[src/rtl/cpu_ctrl_param_pkg.sv]
// Shared definitions for the SIMPLE RISC controller.
// This file holds the FSM state encoding and the instruction classes.
// It also holds the opcode/op field values, the writeback-select codes
// and the one-hot register-select codes.
// The optional halt instruction is enabled by defining CPU_CTRL_HALT_EN.
// It is resolved in the decoder through the halt_en argument of classify().
package cpu_ctrl_param_pkg;

  // Controller states; S_HALT is only reachable when the halt option is built in
  typedef enum logic [2:0] {
    S_WAIT   = 3'd0,
    S_DECODE = 3'd1,
    S_GET_A  = 3'd2,
    S_GET_B  = 3'd3,
    S_ALU    = 3'd4,
    S_WR_C   = 3'd5,
    S_WR_IMM = 3'd6,
    S_HALT   = 3'd7
  } state_t;

  // Instruction classes produced by the decoder
  typedef enum logic [2:0] {
    INS_ILL     = 3'd0,
    INS_MOV_IMM = 3'd1,
    INS_MOV_REG = 3'd2,
    INS_MVN     = 3'd3,
    INS_ADD     = 3'd4,
    INS_CMP     = 3'd5,
    INS_AND     = 3'd6,
    INS_HALT    = 3'd7
  } ins_t;

  // Opcode field IR[15:13]
  localparam logic [2:0] OPC_MOV  = 3'b110;
  localparam logic [2:0] OPC_ALU  = 3'b101;
  localparam logic [2:0] OPC_HALT = 3'b111;

  // Op field IR[12:11]
  localparam logic [1:0] OP_MOV_IMM = 2'b10;
  localparam logic [1:0] OP_MOV_REG = 2'b00;
  localparam logic [1:0] OP_ADD     = 2'b00;
  localparam logic [1:0] OP_CMP     = 2'b01;
  localparam logic [1:0] OP_AND     = 2'b10;
  localparam logic [1:0] OP_MVN     = 2'b11;

  // Writeback mux select
  localparam logic [1:0] VSEL_C     = 2'b00;
  localparam logic [1:0] VSEL_PC    = 2'b01;
  localparam logic [1:0] VSEL_IMM8  = 2'b10;
  localparam logic [1:0] VSEL_MDATA = 2'b11;

  // One-hot register-field select: bit0 Rn, bit1 Rd, bit2 Rm
  localparam logic [2:0] NSEL_NONE = 3'b000;
  localparam logic [2:0] NSEL_RN   = 3'b001;
  localparam logic [2:0] NSEL_RD   = 3'b010;
  localparam logic [2:0] NSEL_RM   = 3'b100;

  // Map {opcode, op} to an instruction class; anything unrecognised is illegal
  function automatic ins_t classify(input logic [2:0] opcode,
                                    input logic [1:0] op,
                                    input logic       halt_en);
    ins_t result;
    result = INS_ILL;
    if (opcode == OPC_MOV && op == OP_MOV_IMM)      result = INS_MOV_IMM;
    else if (opcode == OPC_MOV && op == OP_MOV_REG) result = INS_MOV_REG;
    else if (opcode == OPC_ALU && op == OP_MVN)     result = INS_MVN;
    else if (opcode == OPC_ALU && op == OP_ADD)     result = INS_ADD;
    else if (opcode == OPC_ALU && op == OP_CMP)     result = INS_CMP;
    else if (opcode == OPC_ALU && op == OP_AND)     result = INS_AND;
    else if (halt_en && opcode == OPC_HALT)         result = INS_HALT;
    return result;
  endfunction

endpackage

[src/rtl/cpu_ctrl_param_instr_dec.sv]
// Combinational instruction decoder.
// It splits the IR into its fields and classifies the instruction.
// It sign-extends the immediates to DATA_W.
// It steers Rn/Rd/Rm onto the register-file address lines from the one-hot nsel.
// When CPU_CTRL_HALT_EN is defined, opcode 111 decodes as HALT instead of illegal.
module cpu_ctrl_param_instr_dec
  import cpu_ctrl_param_pkg::*;
#(
  parameter int DATA_W = 16
) (
  input  logic [15:0]       ir,
  input  logic [2:0]        nsel,
  output ins_t              ins,
  output logic [1:0]        alu_op,
  output logic [1:0]        shift_raw,
  output logic [2:0]        readnum,
  output logic [2:0]        writenum,
  output logic [DATA_W-1:0] sximm5,
  output logic [DATA_W-1:0] sximm8
);

`ifdef CPU_CTRL_HALT_EN
  localparam logic HALT_EN = 1'b1;
`else
  localparam logic HALT_EN = 1'b0;
`endif

  logic [2:0] rn;
  logic [2:0] rd;
  logic [2:0] rm;
  logic [2:0] regnum;

  assign rn = ir[10:8];
  assign rd = ir[7:5];
  assign rm = ir[2:0];

  assign ins       = classify(ir[15:13], ir[12:11], HALT_EN);
  assign alu_op    = ir[12:11];
  assign shift_raw = ir[4:3];

  assign sximm5 = {{(DATA_W-5){ir[4]}}, ir[4:0]};
  assign sximm8 = {{(DATA_W-8){ir[7]}}, ir[7:0]};

  // AND-OR mux per address bit; nsel is one-hot, so at most one field wins
  genvar gi;
  generate
    for (gi = 0; gi < 3; gi++) begin : g_regsel
      assign regnum[gi] = (nsel[0] & rn[gi]) |
                          (nsel[1] & rd[gi]) |
                          (nsel[2] & rm[gi]);
    end
  endgenerate

  // Read and write ports share one register-field mux
  assign readnum  = regnum;
  assign writenum = regnum;

endmodule

[src/rtl/vDFFE.sv]
// Load-enabled register with asynchronous active-low clear.
// It holds the instruction word for the controller.
module vDFFE #(
  parameter int WIDTH = 16
) (
  input  logic             clk,
  input  logic             reset_n,
  input  logic             en,
  input  logic [WIDTH-1:0] d,
  output logic [WIDTH-1:0] q
);

  // Capture d when enabled; clear immediately on reset
  always_ff @(posedge clk or negedge reset_n) begin
    if (!reset_n) begin
      q <= '0;
    end else if (en) begin
      q <= d;
    end
  end

endmodule

[src/rtl/cpu_ctrl_param.sv]
// Controller for the SIMPLE RISC datapath: instruction register, decoder
// and Moore FSM. All datapath controls are decoded from the state register
// (and the IR, which is frozen while an instruction runs), so an
// asynchronous reset drops every strobe at once.
// Optional feature: define CPU_CTRL_HALT_EN to make opcode 111 enter a
// halt state that only reset_n leaves; otherwise opcode 111 is illegal.
module cpu_ctrl_param
  import cpu_ctrl_param_pkg::*;
#(
  parameter int DATA_W = 16
) (
  input  logic              clk,
  input  logic              reset_n,
  input  logic              s,
  input  logic              load,
  input  logic [15:0]       in,
  output logic              w,
  output logic              err,
  output logic [2:0]        readnum,
  output logic [2:0]        writenum,
  output logic              write,
  output logic [1:0]        vsel,
  output logic              loada,
  output logic              loadb,
  output logic              loadc,
  output logic              loads,
  output logic              asel,
  output logic              bsel,
  output logic [1:0]        ALUop,
  output logic [1:0]        shift,
  output logic [DATA_W-1:0] sximm5,
  output logic [DATA_W-1:0] sximm8
);

  state_t      state_reg;
  logic [15:0] ir_reg;
  logic        ir_load;
  ins_t        ins;
  logic [1:0]  shift_raw;
  logic [2:0]  nsel;

  // The IR only accepts a new word while idle, so it stays stable for a whole instruction
  assign ir_load = load & (state_reg == S_WAIT);

  vDFFE #(
    .WIDTH (16)
  ) u_ir (
    .clk     (clk),
    .reset_n (reset_n),
    .en      (ir_load),
    .d       (in),
    .q       (ir_reg)
  );

  cpu_ctrl_param_instr_dec #(
    .DATA_W (DATA_W)
  ) u_dec (
    .ir        (ir_reg),
    .nsel      (nsel),
    .ins       (ins),
    .alu_op    (ALUop),
    .shift_raw (shift_raw),
    .readnum   (readnum),
    .writenum  (writenum),
    .sximm5    (sximm5),
    .sximm8    (sximm8)
  );

  // State sequencing: one path per instruction class, always returning to S_WAIT
  always_ff @(posedge clk or negedge reset_n) begin
    if (!reset_n) begin
      state_reg <= S_WAIT;
    end else begin
      case (state_reg)
        S_WAIT: begin
          if (s) state_reg <= S_DECODE;
        end
        S_DECODE: begin
          case (ins)
            INS_MOV_IMM:                 state_reg <= S_WR_IMM;
            INS_MOV_REG, INS_MVN:        state_reg <= S_GET_B;
            INS_ADD, INS_CMP, INS_AND:   state_reg <= S_GET_A;
            INS_HALT:                    state_reg <= S_HALT;
            default:                     state_reg <= S_WAIT;
          endcase
        end
        S_GET_A:  state_reg <= S_GET_B;
        S_GET_B:  state_reg <= S_ALU;
        S_ALU: begin
          // CMP only updates the flags, so it skips the writeback
          if (ins == INS_CMP) state_reg <= S_WAIT;
          else                state_reg <= S_WR_C;
        end
        S_WR_C:   state_reg <= S_WAIT;
        S_WR_IMM: state_reg <= S_WAIT;
        S_HALT:   state_reg <= S_HALT;
        default:  state_reg <= S_WAIT;
      endcase
    end
  end

  // Datapath controls decoded from the current state
  always_comb begin
    w     = 1'b0;
    err   = 1'b0;
    write = 1'b0;
    vsel  = VSEL_C;
    loada = 1'b0;
    loadb = 1'b0;
    loadc = 1'b0;
    loads = 1'b0;
    asel  = 1'b0;
    bsel  = 1'b0;
    shift = 2'b00;
    nsel  = NSEL_NONE;
    case (state_reg)
      S_WAIT: begin
        w = 1'b1;
      end
      S_DECODE: begin
        err = (ins == INS_ILL);
      end
      S_GET_A: begin
        nsel  = NSEL_RN;
        loada = 1'b1;
      end
      S_GET_B: begin
        nsel  = NSEL_RM;
        loadb = 1'b1;
        shift = shift_raw;
      end
      S_ALU: begin
        // MOV/MVN pass B through the ALU with A forced to zero
        shift = shift_raw;
        asel  = (ins == INS_MOV_REG) || (ins == INS_MVN);
        loadc = (ins != INS_CMP);
        loads = (ins == INS_CMP);
      end
      S_WR_C: begin
        nsel  = NSEL_RD;
        vsel  = VSEL_C;
        write = 1'b1;
      end
      S_WR_IMM: begin
        nsel  = NSEL_RN;
        vsel  = VSEL_IMM8;
        write = 1'b1;
      end
      default: begin
      end
    endcase
  end

endmodule

[config.mk]
export PLATFORM = sky130hd
export DESIGN_NAME = cpu_ctrl_param
export DESIGN_NICKNAME = d
export VERILOG_FILES = /design/src/rtl/cpu_ctrl_param_pkg.sv /design/src/rtl/cpu_ctrl_param_instr_dec.sv /design/src/rtl/vDFFE.sv /design/src/rtl/cpu_ctrl_param.sv
export SDC_FILE = /design/constraint.sdc
export NUM_CORES = 1
export LEC_CHECK = 0
export ABC_AREA = 0
export CAP_MARGIN = 20
export CELL_PAD_IN_SITES_DETAIL_PLACEMENT = 2
export CELL_PAD_IN_SITES_GLOBAL_PLACEMENT = 2
export CORE_MARGIN = 3
export CORE_UTILIZATION = 20
export CTS_CLUSTER_DIAMETER = 30
export DETAILED_ROUTE_END_ITERATION = 16
export GPL_ROUTABILITY_DRIVEN = 1
export PLACE_DENSITY_LB_ADDON = 0.1
export SYNTH_ARGS = -nofsm -noshare
export SYNTH_HDL_FRONTEND = slang
export SYNTH_SLANG_ARGS = --single-unit
[constraint.sdc]
create_clock -name clk -period 1.4 [get_ports clk]
set_clock_uncertainty 0.05 [all_clocks]
set_input_delay 0.14 -clock clk [delete_from_list [all_inputs] [get_ports clk]]
set_output_delay 0.14 -clock clk [all_outputs]
set_load 0.01 [all_outputs]
# Word level (Yosys, flattened, before mapping)
# Cells that the tools add are included.
[totals] regBits=19 input_bits=20 word_cells=75 out_inout_bits=53
[classes] bitwise=16 eq_ne=21 n_reduce_logical=15 muxes=21
[op_table] cell="$eq 3x3->1 const B" count=10
[op_table] cell="$mux 3" count=8
[op_table] cell="$pmux 3 s7" count=1
[op_table] cell="$eq 3x2->1 const B" count=4
[op_table] cell="$pmux 3 s4" count=1
[op_table] cell="$and 1x1->1" count=10
[op_table] cell="$pmux 3 s3" count=1
[op_table] cell="$mux 1" count=8
[op_table] cell="$reduce_or 2->1" count=4
[op_table] cell="$eq 3x1->1 const B" count=2
[op_table] cell="$logic_and 1x1->1" count=6
[op_table] cell="$logic_not 3->1" count=2
[op_table] cell="$or 1x1->1" count=6
[op_table] cell="$eq 2x2->1 const B" count=2
[op_table] cell="$mux 2" count=2
[op_table] cell="$ne 3x3->1 const B" count=1
[op_table] cell="$reduce_or 3->1" count=1
[op_table] cell="$eq 2x1->1 const B" count=1
[op_table] cell="$logic_not 2->1" count=1
[op_table] cell="$ne 2x2->1 const B" count=1
[op_table] cell="$logic_or 1x1->1" count=1

# Logic depth before layout (Yosys ltp)
# Gate-level depths: netlist (run 1).
[depth] depth_word=12 depth_mapped=6 ltp_nobuf=3

# Cells and area by module
# From an unflattened synthesis (run 1), not the netlist that was laid out.
[unflattened] cells_unflattened=136 area_unflattened_um2=1390.1
[by_module_without_submodules] module="vDFFE" n_inst=1 area_per_inst_um2=649.4 cells_per_inst=34 seq_area_each_um2=400.4
[by_module_without_submodules] module="cpu_ctrl_param_instr_dec" n_inst=1 area_per_inst_um2=386.6 cells_per_inst=54 seq_area_each_um2=0.0
[by_module_without_submodules] module="cpu_ctrl_param" n_inst=1 area_per_inst_um2=354.1 cells_per_inst=48 seq_area_each_um2=75.1

# Worst setup path after synthesis (run 1)
# OpenSTA, ideal clock, no wires.
[synth_path] path_type="register to register" startpoint="reg state_reg[2]" endpoint="reg u_ir.q[10]" stages_incl_launch_ff=7 t_required_ns=1.225 arrival_ns=1.427 path_buffers=3 slack_ns=-0.202 synth_period_minus_slack_ns=1.602 setup_ns=0.125 path_cell_list="dfrtp_1 buf_4 nor3_4 and2_1 buf_6 buf_12 mux2_4"
[synth_between] elab_chain_len=2
[synth_lines] element="start: declaration" line_no="cpu_ctrl_param.sv:35" rtl="state_t state_reg;"
[synth_lines] element="start signal: assignment" line_no="cpu_ctrl_param.sv:72" rtl="state_reg <= S_WAIT;"
[synth_lines] element="start signal: assignment" line_no="cpu_ctrl_param.sv:76" rtl="if (s) state_reg <= S_DECODE;"
[synth_lines] element="start signal: assignment" line_no="cpu_ctrl_param.sv:80" rtl="INS_MOV_IMM: state_reg <= S_WR_IMM;"
[synth_lines] element="$logic_not 3->1" line_no="cpu_ctrl_param.sv:43" rtl="assign ir_load = load & (state_reg == S_WAIT);"
[synth_lines] element="$and 1x1->1" line_no="cpu_ctrl_param.sv:43"
[synth_lines] element="end signal: assignment" line_no="vDFFE.sv:16" rtl="q <= '0;"
[synth_lines] element="end signal: assignment" line_no="vDFFE.sv:18" rtl="q <= d;"
[synth_lines] element="end: declaration" line_no="vDFFE.sv:10" rtl="output logic [WIDTH-1:0] q"
# Every way passes these cells.
# A chain may end at the register's enable or synchronous reset.

# Worst setup path after layout (run 1)
[layout_path] startpoint="reg state_reg[1]" endpoint="out shift[1]"
[layout_between] elab_chain_len=3 elab_cells_between_ends=4 cone_classes="eq/ne: 2; mux: 1; reduce/logical: 1"
[layout_lines] element="$eq 3x2->1 / $eq 3x3->1 (equally long branches)" line_no="cpu_ctrl_param.sv:116" rtl="case (state_reg)"
[layout_lines] element="$reduce_or 2->1 (no line) *"
[layout_lines] element="$mux 2 *" line_no="cpu_ctrl_param.sv:116"
[layout_lines] element="end: declaration" line_no="cpu_ctrl_param.sv:30" rtl="output logic [1:0] shift,"
# Mark *: on every way between the ends. The rest lies on a longest branch, timed or not.

==> flow_summary.toml, run 1 <==
[status]
status = "finished, violations left"
violations = "negative setup slack"

[yosys]
yosysSeqAreaShare_pct = 35.2
synthArstFlopShare_pct = 100
synthFlopType = "dfrtp_1"
syn_area_um2 = 1350
syn_inst = 127
synth.distinct_cells = 34
synth_edf_count = 0
ys_warn_count = 0
syn_area_per_cell_um2 = 10.6
yosys_register_bits = 19

[route]
ant_nets = 0
drtPass1Iterations = 3
drt_wl_total_mm = 4.74
drt_iter0_drc = 21
drc = 0
wire_per_inst_um = 17.3
num_vias = 1131
via_per_inst = 4.13

[clock_tree]
clk_latency_ns = 0.26
cts_buffer_depth = 2
cts_hold_buf = 0
tritoncts = "built"
htreeDepth = 1
cts-root-buf = "clkbuf_8"
clock-sinks = 19
cts-buffers-inserted = 3
clkTransAtPathRegs_ns = 0.08

[floorplan]
die_area_um2 = 7790
core_um2 = 6460
io_pins = 73
rows = 29
die_y_um = 88.2
die_width_um = 88.2
initial_core_util_pct = 20.9

[worst_setup_path]
worst_setup_path_end_kind = "primary output"
startpoint_type = "flop"
worstPathArrival_ns = 1.53
critPathRequiredTime_ns = 1.21
path_max_fanout = 4
crit_type = "reg -> out"

[power]
p_per_area_nw_per_um2 = 2170
p_leak_uw = 0.00109
ir_worst_vdd_mv = 0.539

[placed_design]
gp_congestion = 0.750
place_inst = 255
dp_hpwl_mm = 3.30
portBuffers = 70
dp_worst_setup_slack_ns = -0.560

[hold_path]
holdCritPathClass = "in -> async"

[timing]
setup_violations = 35
setup_tns_ns = -7.22
fmax_ghz = 0.581
slew_viol_final = 0
finalWorstSetupSlack_ns = -0.321
grt_setup_unrepaired = "true"
period_needed_ns = 1.72
fin_crit_sh_pct = 123
final-hold-violation-count = 0

[global_routing]
grt_overflow = 0
antenna_found_initial = 0
grt_pass1_vias = 1270
grt_pass1_wl_mm = 7.16
grtUsageTotal_pct = 12.2
grt_max_degree = 20

[flow_run]
drv_cap = 0

[finish]
drive_above_1_share_pct = 52.8
instances_no_fill = 274
fillCellCount = 707
area_growth_pct = 69.6
final_net_count = 218
diodes = 0
largest_register_ffs = 16
layout_common_cells = "dlygate4sd2_1 (34), buf_4 (23), clkdlybuf4s50_1 (19)"
final_common_cell = "dlygate4sd2_1"
-- kinds of logic after synthesis --
group / count (synthesis) / share of synthesized area [%]
compound gates: 16 / 9.44
mux: 16 / 16.1
other cells: 1 / 0.277
buf+inv: 45 / 25.4
simple gates: 30 / 13.6
flops: 19 / 35.2
-- cells in the mapped netlist (all sizes together) (2+ instances only) --
| cell type | count | area, um2 |
|---|---|---|
| mux2 | 16 | 218 |
| nor2b | 2 | 12.5 |
| nand2 | 2 | 7.51 |
| a22o | 6 | 52.6 |
| nand2b | 3 | 18.8 |
| nor3 | 4 | 31.3 |
| buf | 43 | 337 |
| inv | 2 | 7.51 |
| and2 | 4 | 25.0 |
| nor2 | 7 | 26.3 |
| nor3b | 2 | 15.0 |
| dfrtp | 19 | 475 |
-- worst max-delay path, cell delays in order (launching register included) --
cell	delay [ns]
dfrtp_1	0.41
or3b_4	0.44
a21bo_4	0.19
and2_1	0.10
buf_2	0.12
-- through the flow --
step | total power (uW) | util [%] | hold slack, ns | instance area (um2)
detailed placement | 4360 | 31.3 | 0.452 | 2020
finish | 4970 | 35.5 | 0.179 | 2290
global route | 5320 | 35.5 | 0.203 | 2290
floorplan | 3130 | - | -0.206 | 1380
CTS | 5020 | 34.9 | 0.187 | 2250
global placement | 4270 | 31.3 | 0.445 | 2020
-- repair_timing --
action	4_1_cts	5_1_grt
cloned	1	0
resized for setup	138	20
pin swaps	12	10
endpoints found under the setup margin	68	35
buffers inserted	17	4
-- power breakdown --
group	switching (uW)	internal, uW	total [uW]
sequential	236	824	1060
combinational	1500	2020	3520
clock	199	198	397
total	1930	3040	4970
-- worst paths after layout --
| check | depth (start not counted) | to | slack (ns) | startpoint |
|---|---|---|---|---|
| min in group clk | 2 | u_ir.q[15] | 0.44 | in[15] |
| max reg2reg | 6 | u_ir.q[13] | -0.26 | state_reg[1] |
| min | 2 | u_ir.q[9] | 0.18 | reset_n |
| max | 4 | shift[1] | -0.32 | state_reg[1] |
| min reg2reg | 1 | u_ir.q[9] | 0.47 | u_ir.q[9] |
| max in group asynchronous | 2 | u_ir.q[13] | 0.88 | reset_n |
-- per-layer routing --
layer  wire, um  vias up  track usage, %  part of all wire, %
li1           -      535               -                    -
met2       2610       31            22.9                   55
met4         36        0            3.71                 0.76
met1       1910      563            14.3                   40
met3        189        2            1.68                  4.0
met5          0        -               0                    0
-- layout make-up --
type / instances / area (um2) / area share, %
Tap cell: 77 / 96.3 / 4.20
Multi-Input combinational cell: 64 / 688 / 30.0
Clock buffer: 3 / 41.3 / 1.80
Inverter: 2 / 7.51 / 0.327
Sequential cell: 19 / 479 / 20.9
Clock inverter: 1 / 5.00 / 0.218
Timing Repair Buffer: 108 / 976 / 42.6
No activity file was read; power rests on OpenSTA's default activity.
==> inputs of run 2 (changes only) <==
Settings changed: CAP_MARGIN 20 to unset.
==> results of run 2 <==
Final layout, timing and power as in run 1 (identical DEF).
==> inputs of run 3 (changes only) <==
Settings changed: CORE_MARGIN 3 to 4, CORE_UTILIZATION 20 to 24, PLACE_DENSITY set to 0.89, PLACE_DENSITY_LB_ADDON 0.1 to unset.
Clock period 1.4 ns to 2.1 ns, I/O delays scaled along.
==> flow_summary.toml, run 3 (synthesis results as in run 1) <==
[floorplan]
die_y_um = 83.1
initial_core_util_pct = 24.7
die_area_um2 = 6900
rows = 27
io_pins = 73
die_width_um = 83.1
core_um2 = 5470

[route]
drt_wl_total_mm = 3.89
wire_per_inst_um = 16.1
drc = 0
num_vias = 1019
drtPass1Iterations = 2
ant_nets = 0
drt_iter0_drc = 29
via_per_inst = 4.21

[finish]
largest_register_ffs = 16
area_growth_pct = 43.3
drive_above_1_share_pct = 21.2
diodes = 0
layout_common_cells = "clkdlybuf4s50_1 (57), dfrtp_1 (19), buf_4 (11)"
final_common_cell = "clkdlybuf4s50_1"
final_net_count = 191
postLayoutCellArea_um2 = 1940
fillCellCount = 607

[worst_setup_path]
reg2reg_depth = 5
slowest_delay_ns = 0.52
cp_cell_sequence = "or3b_2 > a21bo_2 > and2_1 > dlygate4sd2_1"
worst_setup_path_end_kind = "primary output"
critPathRequiredTime_ns = 1.84
startpoint_type = "flop"
path_max_fanout = 5
path_buf_inv = 1
cp_slowest_cell = "or3b_2"
reg2reg_from = "state_reg[2]"
crit_family = "simple AND/OR/NAND/NOR gates"
crit_type = "reg -> out"
reg2reg_slack_ns = 0.42
worstPathArrival_ns = 1.76
r2r_end = "u_ir.q[2]"

[placed_design]
dp_hpwl_mm = 3.06
gp_congestion = 0.805
place_area_um2 = 1890
dp_worst_setup_slack_ns = 0.0315
portBuffers = 70

[clock_tree]
cts_buffer_depth = 2
clk_latency_ns = 0.25
clkTransAtPathRegs_ns = 0.07
htreeDepth = 1
clock-sinks = 19
cts-root-buf = "clkbuf_8"
tritoncts = "built"
cts-buffers-inserted = 3

[global_routing]
grt_pass1_vias = 1167
grt_overflow = 0
antenna_found_initial = 0
grtUsageTotal_pct = 11.4
grt_max_degree = 20
grt_pass1_wl_mm = 6.48

[timing]
fin_crit_sh_pct = 96.3
period_needed_ns = 2.02
grt_setup_unrepaired = "true"
setup_tns_ns = 0
finalWorstSetupSlack_ns = 0.0768
setup_violations = 0
fmax_ghz = 0.494
slew_viol_final = 0
final-hold-violation-count = 0

[power]
ir_worst_vdd_mv = 0.501
power_uw = 2900
p_per_area_nw_per_um2 = 1500
p_leak_uw = 0.000850

[hold_path]
holdCritPathClass = "in -> async"

[status]
status = "complete, no violations"

[flow_run]
drv_cap = 0
## run 3: changes by cell type in the layout (fill, tap and decap cells not counted), moves of 5 or more
cell | before | now
buf_2 | 12 | 0
buf_4 | 23 | 11
buf_6 | 16 | 0
clkdlybuf4s15_1 | 0 | 6
clkdlybuf4s50_1 | 19 | 57
dlygate4sd2_1 | 34 | 4
mux2_2 | 0 | 6
mux2_4 | 16 | 10
nor2_1 | 2 | 7
## run 3: timing repair
action | in CTS | in global routing
setup buffers | 0 | 0
hold buffers | 0 | 0
pin swaps | 0 | 0
resized for setup | 12 | 10
endpoints found under the hold margin | 0 | 0
cloned | 0 | 0
endpoints found under the setup margin | 11 | 10
## run 3: worst max path at each step
stage / from / end / slack (ns) / cells past startpoint
floorplan: state_reg[2] / u_ir.q[10] / 0.50 / 6
global placement: state_reg[1] / shift[0] / 0.09 / 4
detailed placement: state_reg[2] / writenum[2] / 0.03 / 5
CTS: state_reg[0] / writenum[0] / 0.008 / 6
global route: state_reg[1] / shift[0] / -0.01 / 4
finish: state_reg[1] / shift[0] / 0.08 / 4
## run 3: final cells by class
| cell class | count | area (um2) | area share, % |
|---|---|---|---|
| timing repair buffer | 81 | 778 | 40.2 |
| multi-input combinational | 64 | 542 | 28.0 |
| sequential | 19 | 475 | 24.5 |
| tap | 72 | 90.1 | 4.65 |
| clock buffer | 4 | 45.0 | 2.32 |
| inverter | 2 | 7.51 | 0.387 |
## run 3: routing by layer
| metal | part of all wire [%] | vias to the layer above | track usage [%] |
|---|---|---|---|
| met2 | 48 | 44 | 19.7 |
| met3 | 5.6 | 2 | 2.78 |
| met1 | 45 | 489 | 14.4 |
| met5 | 0 | - | 0 |
| li1 | - | 484 | - |
| met4 | 0.87 | 0 | 2.67 |
## run 3: power breakdown
group,switching (uW),total [uW],internal (uW),leakage (uW)
registers,205,748,543,0.000227
clock network,118,252,135,0.0000228
logic,766,1900,1140,0.000601
## run 3: per-stage QoR
stage                     hold slack (ns)  util (%)  instances
after global routing                0.279      35.4        242
after detailed placement            0.453      34.6        238
after CTS                           0.268      35.3        242
final                               0.250      35.4        242
after global placement              0.444      34.6        238
after floorplan                    -0.136         -        128
